## src/rtl/bit_index_writer.sv

```systemverilog
// bit_index_writer: indexed single-bit writer with out-of-range counting and lowest-first drain
// Ports: clk/rst (sync, active-high); req_valid/req_ready/req_idx/req_val write handshake;
//        clr clears vec and aborts drain; drain_start begins drain;
//        drain_valid/drain_ready/drain_idx drain handshake; vec current vector;
//        busy high in DRAIN; oor_sticky/oor_count out-of-range tracking.
module bit_index_writer #(
    parameter int WIDTH = 8,
    parameter int IDX_W = 4,
    parameter int ERR_W = 8
) (
    input  logic             clk,
    input  logic             rst,
    input  logic             req_valid,
    output logic             req_ready,
    input  logic [IDX_W-1:0] req_idx,
    input  logic             req_val,
    input  logic             clr,
    input  logic             drain_start,
    output logic             drain_valid,
    input  logic             drain_ready,
    output logic [IDX_W-1:0] drain_idx,
    output logic [WIDTH-1:0] vec,
    output logic             busy,
    output logic             oor_sticky,
    output logic [ERR_W-1:0] oor_count
);
    localparam logic [0:0] IDLE  = 1'b0;
    localparam logic [0:0] DRAIN = 1'b1;
    logic [0:0]       state;
    logic             acc, in_range, pop;
    logic [WIDTH-1:0] wr_mask, vec_wr, low_mask, vec_pop;
    logic [IDX_W-1:0] low;
    assign req_ready   = state == IDLE && !clr;
    assign busy        = state == DRAIN;
    assign drain_valid = busy && vec != '0;
    assign acc         = req_valid && req_ready;
    // full-width compare so indices past WIDTH never alias onto low bits
    assign in_range    = 32'(req_idx) < 32'(WIDTH);
    assign wr_mask     = in_range ? WIDTH'(1) << req_idx : '0;
    assign vec_wr      = acc ? (req_val ? vec | wr_mask : vec & ~wr_mask) : vec;
    // two's-complement trick isolates the lowest set bit
    assign low_mask    = vec & (~vec + WIDTH'(1));
    assign vec_pop     = vec & ~low_mask;
    assign pop         = drain_valid && drain_ready;
    assign drain_idx   = drain_valid ? low : '0;
    always_comb begin
        low = '0;
        for (int i = WIDTH - 1; i >= 0; i--)
            if (vec[i]) low = IDX_W'(i);
    end
    always_ff @(posedge clk) begin
        if (rst) begin
            vec        <= '0;
            state      <= IDLE;
            oor_sticky <= 1'b0;
            oor_count  <= '0;
        end else begin
            if (acc && !in_range) begin
                oor_sticky <= 1'b1;
                oor_count  <= oor_count != '1 ? oor_count + ERR_W'(1) : oor_count;
            end
            if (clr) begin
                vec   <= '0;
                state <= IDLE;
            end else if (state == IDLE) begin
                vec   <= vec_wr;
                state <= drain_start && vec_wr != '0 ? DRAIN : IDLE;
            end else if (pop) begin
                vec   <= vec_pop;
                state <= vec_pop == '0 ? IDLE : DRAIN;
            end
        end
    end
endmodule
```

## config.mk

```make
export PLATFORM = sky130hd
export DESIGN_NAME = bit_index_writer
export DESIGN_NICKNAME = d
export VERILOG_FILES = /design/src/rtl/bit_index_writer.sv
export SDC_FILE = /design/constraint.sdc
export NUM_CORES = 1
export LEC_CHECK = 0
export ABC_AREA = 1
export BUFFER_PORTS_ARGS = -buffer_cell sky130_fd_sc_hd__buf_2
export CORE_MARGIN = 2
export CORE_UTILIZATION = 40
export DETAILED_ROUTE_END_ITERATION = 12
export SLEW_MARGIN = 30
export SYNTH_ARGS = -nofsm -noshare
export SYNTH_HDL_FRONTEND = slang
export SYNTH_SLANG_ARGS = --single-unit
```

## constraint.sdc

```tcl
create_clock -name clk -period 1.6 [get_ports clk]
set_input_delay 0.32 -clock clk [delete_from_list [all_inputs] [get_ports clk]]
set_output_delay 0.32 -clock clk [all_outputs]
set_load 0.02 [all_outputs]
```

==> results of run 1 <==
==> layer usage <==
layer  global-route usage [%]  vias to the layer above  routed length (um)
li1                         -                      784                   -
met1                    33.20                      634                1854
met2                    27.80                       47                1432
met3                    2.132                        7                 185
met4                    7.453                        0                  61
met5                        0                        -                   0
==> stage by stage <==
stage / hold slack, ns / instances / total power, mW / worst slack (ns)
final: 0.2570 / 309 / 0.9314 / -0.04597
after CTS: 0.2554 / 306 / 0.9296 / -0.06276
after floorplan: 0.3891 / 214 / 0.5806 / 0.04255
after detailed placement: 0.4693 / 297 / 0.6277 / 0.05026
after global placement: 0.4563 / 297 / 0.6280 / 0.07062
after global routing: 0.2821 / 309 / 0.9677 / -0.1073
==> power groups by stage <==
| stage | combinational [mW] | clock, mW | sequential, mW |
|---|---|---|---|
| floorplan | 0.0999 | 0 | 0.481 |
| global placement | 0.155 | 0 | 0.473 |
| detailed placement | 0.155 | 0 | 0.473 |
| CTS | 0.163 | 0.306 | 0.461 |
| global route | 0.190 | 0.313 | 0.464 |
| finish | 0.171 | 0.298 | 0.462 |
==> registers in the layout, indices dropped and copies added, names as in the netlist <==
| name | cells |
|---|---|
| oor_sticky | 1 |
| oor_count | 8 |
| vec | 8 |
| busy | 1 |
==> worst max-delay path, delay by kind of cell, from the launching register on <==
family          cells  cell delay [ns]
buf+inv             3             0.40
flops               1             0.36
compound gates      1             0.20
simple gates        1             0.07
==> synth_stat cells, types with 2 or more instances <==
library cell / number
nor3_1: 3
nand3_1: 18
o21a_1: 4
o21ai_0: 8
nor2_1: 36
nand2_2: 4
nand2_1: 65
inv_1: 23
dfxtp_1: 18
a21oi_1: 13
o21ai_1: 2
==> worst paths after layout <==
kind	from	endpoint	slack [ns]	cells after the start
max	vec[0]$_SDFFE_PP0P_	drain_idx[1]	-0.05	5
min reg2reg	oor_sticky$_SDFFE_PP0P_	oor_sticky$_SDFFE_PP0P_	0.49	1
min	rst	oor_count[7]$_SDFFE_PP0P_	0.26	2
max reg2reg	oor_count[0]$_SDFFE_PP0P_	oor_count[6]$_SDFFE_PP0P_	0.14	9
==> logic make-up (layout without fill, tap and decap cells) <==
kind of cell | after synthesis | count (layout) | share of synthesized area [%]
buf+inv | 29 | 80 | 10.92
flops | 18 | 18 | 28.07
fa+ha+maj | 1 | 1 | 0.9745
compound gates | 32 | 32 | 14.13
xor+xnor | 2 | 2 | 1.365
simple gates | 131 | 131 | 44.25
other cells | 1 | 1 | 0.2921
==> area by class of cell <==
cell class,instances,area [um^2],area share (%)
Clock buffer,4,36.28,2.092
Inverter,26,108.9,6.277
Multi-Input combinational cell,167,858.3,49.50
Sequential cell,18,375.4,21.65
Tap cell,44,55.05,3.175
Timing Repair Buffer,50,300.3,17.32
==> repair_timing <==
item                                   CTS  global route
pin swaps                                2             2
setup buffers                            5             3
endpoints found under the hold margin    0             0
setup endpoints to repair                4             7
gates resized for setup                 20            15
==> results.yml, run 1 <==
status:
  status: "complete, but fails checks"
  violations: "negative setup slack"
routing:
  drc: 0
  wl_um: 3533
  ant_nets: 0
  via_per_inst: 4.764
  drtIter0Drc: 58
  post_drt_wl_per_cell_um: 11.43
  drt_first_pass_iters: 4
  via_count: 1472
finish:
  layout_commonest_cell: "nand2_1"
  finish.utilization_pct: 56.80
  fillers: 310
  diodes: 0
  drive_gt1_share_pct: 33.96
  area_growth_pct: 35.09
  final_cell_mix: "nand2_1, nor2_1, buf_2, buf_4, inv_1"
  nets: 278
  design_area_um2: 1734
sta:
  fin_crit_sh_pct: 102.9
  layout_setup_ws_ns: -0.04597
  slew_viol_final: 0
  layout_min_cycle_time_ns: 1.646
  grt_setup_unrepaired: "yes"
  finalSetupTns_ns: -0.1170
  clock-skew-final_ns: 0.002463
  fmax_ghz: 0.6075
  finalSetupViolations: 3
  hold_viol_final: 0
place:
  postPlaceCellArea_um2: 1548
  port_buffers: 33
  gp_congestion: 0.9036
  hpwl_um: 2687
synthesis:
  netlist_instances: 214
  ys_warn_count: 0
  netlist_area_um2: 1284
  synth.distinct_cells: 31
  ys_seq_area_share_pct: 28.07
  yosys-top-cells-area: "dfxtp_1, nand2_1, nor2_1"
  yosys.area.top_type_share_pct: 28.07
  synth.net_count: 226
  synth_edf_count: 0
  ys_seq_elements: 18
  synth-main-ff-cell: "dfxtp_1"
  yosysTopAreaCell: "dfxtp_1"
  async_reset_ff_share_pct: 0
  avgSynthCellArea_um2: 5.999
critical_path:
  cp_slowest_cell: "dfxtp_2"
  endpoint_kind: "output port"
  worst_setup_path_start_kind: "register"
  crit_arrival_ns: 1.33
  path_class: "reg2out"
  cpPeakStageDelay_ns: 0.36
  cp_common_cell: "buf_4"
  critical_path.max_fanout: 6
  cp_cell_sequence: "buf_4 > inv_2 > nand2_2 > a211oi_2 > buf_4"
  cp.required_ns: 1.28
global_routing:
  grt_overflow: 0
  grt_max_degree: 15
  grt_pass1_wl_um: 5623
  antenna_found_initial: 0
  first_global_vias: 1224
  grt_usage_pct: 20.61
job:
  max_cap_viol_count: 0
floorplanning:
  die_w_um: 60.65
  die_y_um: 60.65
  num_rows: 20
  io_pins: 35
  die_area_um2: 3678
  start_util_pct: 42.05
  core_um2: 3053
clock_network:
  cts_root_buf: "clkbuf_4"
  numCtsBuffers: 3
  clock_sinks: 18
  tritoncts: "built"
  postCtsHoldBufs: 0
  clockBufferDepth: 2
  worstSkewPairLatency_ns: 0.31
  cts_max_level: 1
  clk_pin_slew_ns: 0.11
power_and_ir_drop:
  seqPwrFrac_pct: 49.6
  switching_share_pct: 29.56
  clock_power_share_pct: 32.0
  p_per_area_nw_per_um2: 537.1
  switching_power_mw: 0.2753
  p_int_mw: 0.6561
  comb_power_share_pct: 18.4
  peakVddDrop_v: 0.0004280
  leakage_nw: 0.8723
worst_hold_path:
  hold_path_class: "in2reg"
Power figures use the tool's default switching activity.
==> run 2: changes to the inputs <==
CORE_MARGIN = unset   (was 2)
PLACE_DENSITY = 0.66   (was unset)
clock period = 1.4 ns   (was 1.6 ns; I/O delays follow)
==> run 2 against run 1 <==
Compared with the run above: the flow still finishes with violations (negative setup slack); combinational power rose by 44%; via count rose by 8.6%; global-route usage up 2.9 points; cell count up 4.9%; count of clock-buffer cells in the layout down 1; first-iteration DRC count up 8.6%; routed wire length up 16%; register-to-register slack got worse by 0.19 ns; clock power decreased by 4%; sequential power rose by 15%; worst hold slack lost 0.022 ns; non-clock buffer count rose by 14; critical path type unchanged; largest power group unchanged.
==> results.yml, run 2 (synthesis gave the netlist of run 1 again) <==
power_and_ir_drop:
  clock_power_share_pct: 27.0
  leakage_nw: 1.011
  switching_power_mw: 0.3482
  comb_power_share_pct: 23.2
  power_mw: 1.064
  p_per_area_nw_per_um2: 521.0
  peakVddDrop_v: 0.0005277
  p_int_mw: 0.7157
  switching_share_pct: 32.73
  seqPwrFrac_pct: 49.8
clock_network:
  cts_root_buf: "clkbuf_4"
  numCtsBuffers: 3
  clk_pin_slew_ns: 0.12
  cts_max_level: 1
  clock_sinks: 18
  tritoncts: "built"
  clockBufferDepth: 2
  worstSkewPairLatency_ns: 0.30
finish:
  nets: 293
  drive_gt1_share_pct: 47.50
  diodes: 0
  layout_commonest_cell: "nand2_1"
  finish.utilization_pct: 66.89
  multi_input_area_um2: 1037
  design_area_um2: 2042
  area_growth_pct: 59.06
  fillers: 271
  instances_no_fill: 324
  top_regs: "oor_count x8, vec x8"
  seqCellArea_um2: 382.9
  final_cell_mix: "nand2_1, buf_2, buf_4, nor2_1, inv_1"
floorplanning:
  core_um2: 3053
  die_w_um: 58.65
  die_area_um2: 3440
  start_util_pct: 42.05
  die_y_um: 58.65
  io_pins: 35
  num_rows: 20
routing:
  wl_um: 4112
  wl_met3_um: 177
  via_count: 1599
  drc: 0
  via_per_inst: 4.935
  ant_nets: 0
  drt_first_pass_iters: 4
  post_drt_wl_per_cell_um: 12.69
  wl_met1_um: 1732
  wl_met2_um: 2128
  drtIter0Drc: 63
  top_layer: "met4"
status:
  status: "complete, but fails checks"
  violations: "negative setup slack"
sta:
  layout_setup_ws_ns: -0.2761
  fmax_ghz: 0.5966
  whs_ns: 0.2352
  fin_crit_sh_pct: 119.7
  finalSetupViolations: 5
  slew_viol_final: 0
  layout_min_cycle_time_ns: 1.676
  grt_setup_unrepaired: "yes"
  finalSetupTns_ns: -0.8780
  hold_viol_final: 0
  clock-skew-final_ns: 0.006354
global_routing:
  antenna_found_initial: 0
  grt_pass1_wl_um: 6216
  grt_overflow: 0
  first_global_vias: 1412
  grt_usage_pct: 23.47
  grt_max_degree: 15
job:
  max_cap_viol_count: 0
critical_path:
  path_class: "reg2out"
  crit_arrival_ns: 1.40
  endpoint_kind: "output port"
  critical_path.max_fanout: 2
  cp.required_ns: 1.12
  worst_setup_path_start_kind: "register"
place:
  gp_congestion: 0.8346
  hpwl_um: 2798
  port_buffers: 33
  dp.cells: 306
  postPlaceCellArea_um2: 1663
  pre_cts_slack_ns: -0.03969
worst_hold_path:
  hold_path_class: "in2reg"
==> run 2: changes by cell type in the layout (fill, tap and decap cells not counted), moves of 6 or more <==
cell	delta
buf_4	+8
buf_6	+6
nand2_1	-8
nor2_1	-7
==> run 2: routing by layer <==
metal  vias up  track usage [%]
li1        810                -
met1       732            29.63
met2        47            42.20
met3        10            4.176
met4         0            4.082
met5         -                0
==> run 2: worst paths after layout <==
kind	from	end	slack [ns]	cells past startpoint
setup / recovery	vec[5]$_SDFFE_PP0P_	drain_idx[1]	-0.28	5
hold / removal	rst	oor_count[7]$_SDFFE_PP0P_	0.24	2
setup reg to reg	vec[1]$_SDFFE_PP0P_	busy$_SDFF_PP0_	-0.05	9
hold reg to reg	oor_sticky$_SDFFE_PP0P_	oor_sticky$_SDFFE_PP0P_	0.49	1
==> run 2: power by group through the flow <==
| stage | combinational (mW) | clock (mW) | sequential, mW |
|---|---|---|---|
| finish | 0.247 | 0.287 | 0.529 |
| global route | 0.270 | 0.318 | 0.531 |
| CTS | 0.206 | 0.294 | 0.529 |
| detailed placement | 0.187 | 0 | 0.542 |
| global placement | 0.185 | 0 | 0.542 |
| floorplan | 0.117 | 0 | 0.550 |
==> run 2: worst max-delay path, cell delays in order (launching register included) <==
cell	delay (ns)
dfxtp_2	0.36
nor2_4	0.14
buf_6	0.12
nand2_1	0.08
a211oi_2	0.21
buf_4	0.17
==> run 2: what timing repair did <==
action                     4_1_cts  5_1_grt
hold buffers                     0        0
cloned                           0        1
setup buffers                    8        5
resized for setup               21       48
setup endpoints to repair       12       17
pin swaps                        8       17
hold endpoints to repair         0        0
==> run 2: cell type report <==
cell class / count / share of cell area (%)
repair buffers: 64 / 20.96
clock buffers: 3 / 1.103
well taps: 44 / 2.696
inverters: 26 / 5.515
flip-flops and latches: 18 / 18.75
clock inverters: 1 / 0.1838
multi-input cells: 168 / 50.80
==> run 3: changes to the inputs <==
ABC_AREA = unset   (was 1)
BUFFER_PORTS_ARGS = unset   (was -buffer_cell sky130_fd_sc_hd__buf_2)
DONT_BUFFER_PORTS = 1   (was unset)
GPL_ROUTABILITY_DRIVEN = 0   (was unset)
PLACE_DENSITY = unset   (was 0.66)
==> run 3 against run 2 <==
Compared with the run above: the flow still finishes with violations (negative setup slack); cell count is 29% lower; global-route usage hardly changed; non-clock buffer count is 19 lower; count of clock-buffer cells in the layout stayed put; sequential cell count stayed put; power is 15% lower; sequential power is 2% lower; combinational power is 50% lower; via count is 17% lower; first-iteration DRC count is 16% lower; worst hold slack worse by 0.21 ns; final area is 13% lower; critical path type unchanged; largest cell class unchanged; highest routed layer unchanged.
==> results.yml, run 3 <==
sta:
  fin_crit_sh_pct: 142.7
  layout_setup_ws_ns: -0.5981
  fmax_ghz: 0.5005
  whs_ns: 0.02918
  grt_setup_unrepaired: "yes"
  hold_viol_final: 0
  finalSetupViolations: 21
  slew_viol_final: 0
  clock-skew-final_ns: 0.003566
  layout_min_cycle_time_ns: 1.998
routing:
  wl_met3_um: 294
  via_per_inst: 5.795
  drtIter0Drc: 53
  ant_nets: 0
  drt_first_pass_iters: 4
  drc: 0
  wl_met1_um: 1488
  via_count: 1327
  post_drt_wl_per_cell_um: 16.07
  top_layer: "met4"
  wl_met2_um: 1845
  wl_um: 3680
worst_hold_path:
  hold_path_class: "in2reg"
  hp-start: "rst"
finish:
  area_growth_pct: 49.68
  diodes: 0
  seqCellArea_um2: 381.6
  instances_no_fill: 229
  layout_commonest_cell: "buf_4"
  nets: 211
  fillers: 234
  top_regs: "oor_count x8, vec x8"
  multi_input_area_um2: 899.6
  final_cell_mix: "buf_4, nor2_1, buf_6, nor3_1"
  drive_gt1_share_pct: 40.40
global_routing:
  first_global_vias: 1296
  grt_usage_pct: 23.46
  grt_max_degree: 12
  grt_overflow: 0
  antenna_found_initial: 0
  grt_pass1_wl_um: 5878
floorplanning:
  start_util_pct: 42.82
  die_w_um: 56.57
  io_pins: 35
  num_rows: 19
  die_y_um: 56.57
  die_area_um2: 3200
  core_um2: 2781
clock_network:
  numCtsBuffers: 3
  worstSkewPairLatency_ns: 0.29
  cts_max_level: 1
  clk_pin_slew_ns: 0.10
  clockBufferDepth: 2
  clock_sinks: 18
  postCtsHoldBufs: 0
  cts_root_buf: "clkbuf_4"
  tritoncts: "built"
synthesis:
  netlist_instances: 161
  synth.distinct_cells: 41
  yosys-top-cells-area: "dfxtp_1, nor2_1, mux2i_1"
  avgSynthCellArea_um2: 7.398
  yosys.area.top_type_share_pct: 30.25
  synth.net_count: 173
  ys_seq_elements: 18
  ys_seq_area_share_pct: 30.25
  netlist_area_um2: 1191
  synth-main-ff-cell: "dfxtp_1"
  async_reset_ff_share_pct: 0
  synth_edf_count: 0
  yosys-top-cells-count: "nor2_1, dfxtp_1, nor3_1"
  yosysTopAreaCell: "dfxtp_1"
  ys_warn_count: 0
  synth.most_common_cell: "nor2_1"
power_and_ir_drop:
  peakVddDrop_v: 0.0007202
  leakage_nw: 0.6615
  p_per_area_nw_per_um2: 506.4
critical_path:
  crit_start: "vec[3]$_SDFFE_PP0P_"
  worst_setup_path_start_kind: "register"
  r2r-start: "busy$_SDFF_PP0_"
  path_class: "reg2out"
  cp.required_ns: 1.12
  crit_arrival_ns: 1.72
  endpoint_kind: "output port"
  critical_path.max_fanout: 3
status:
  violations: "negative setup slack"
  status: "complete, but fails checks"
place:
  hpwl_um: 2614
  dp.cells: 216
  port_buffers: 0
job:
  max_cap_viol_count: 0
==> run 3: where the power goes <==
group          switching, mW  leakage [nW]  internal (mW)
sequential           0.00573         0.152          0.513
combinational         0.0624         0.494         0.0612
clock                  0.157        0.0154          0.104
==> run 3: cell type report <==
class,instances,area share [%]
sequential,18,21.40
inverter,2,0.4211
tap,31,2.175
timing repair buffer,45,24.07
clock buffer,3,1.263
multi-input combinational,129,50.46
clock inverter,1,0.2105
==> run 3: final timing paths <==
kind                                     to  slack (ns)  depth (start not counted)
hold reg to reg     oor_sticky$_SDFFE_PP0P_        0.60                          2
setup reg to reg            busy$_SDFF_PP0_       -0.47                          6
setup / recovery               drain_idx[0]       -0.60                          4
hold / removal    oor_count[0]$_SDFFE_PP0P_        0.03                          1
==> run 3: stage by stage <==
| step | area [um^2] | worst slack, ns | utilization [%] | TNS, ns | total power [mW] |
|---|---|---|---|---|---|
| floorplan | 1279 | -0.6052 | - | -5.065 | 0.6054 |
| global placement | 1499 | -0.4046 | 53.89 | -2.987 | 0.6243 |
| detailed placement | 1499 | -0.4709 | 53.89 | -3.367 | 0.6253 |
| CTS | 1710 | -0.5324 | 61.49 | -5.522 | 0.9085 |
| global route | 1783 | -0.6567 | 64.10 | -7.320 | 0.9505 |
| finish | 1783 | -0.5981 | 64.10 | -5.621 | 0.9029 |
==> run 3: worst max-delay path, stage by stage (launching register included) <==
cell     delay (ns)
dfxtp_2        0.33
or4_4          0.55
o31a_1         0.30
o21ai_1        0.14
nor2_2         0.11
==> run 3: cell families after synthesis <==
family                   synth area share [%]
AND/OR/NAND/NOR                         31.41
buffers and inverters                   4.937
AO/OA/AOI/OAI                           19.44
XOR/XNOR                                5.883
adder cells (fa/ha/maj)                 1.891
other                                  0.3148
flip-flops                              30.25
multiplexers                            5.883
==> run 3: timing repair <==
item | 4_1_cts | 5_1_grt
resized for setup | 24 | 15
setup endpoints to repair | 20 | 23
buffers inserted | 6 | 3
gates cloned | 1 | 0
pin swaps | 4 | 7
==> run 3: layer usage <==
layer  track usage, %  up-vias
li1                 -      656
met1            28.13      612
met2            38.49       53
met3            8.295        6
met4            8.362        0
met5                0        -
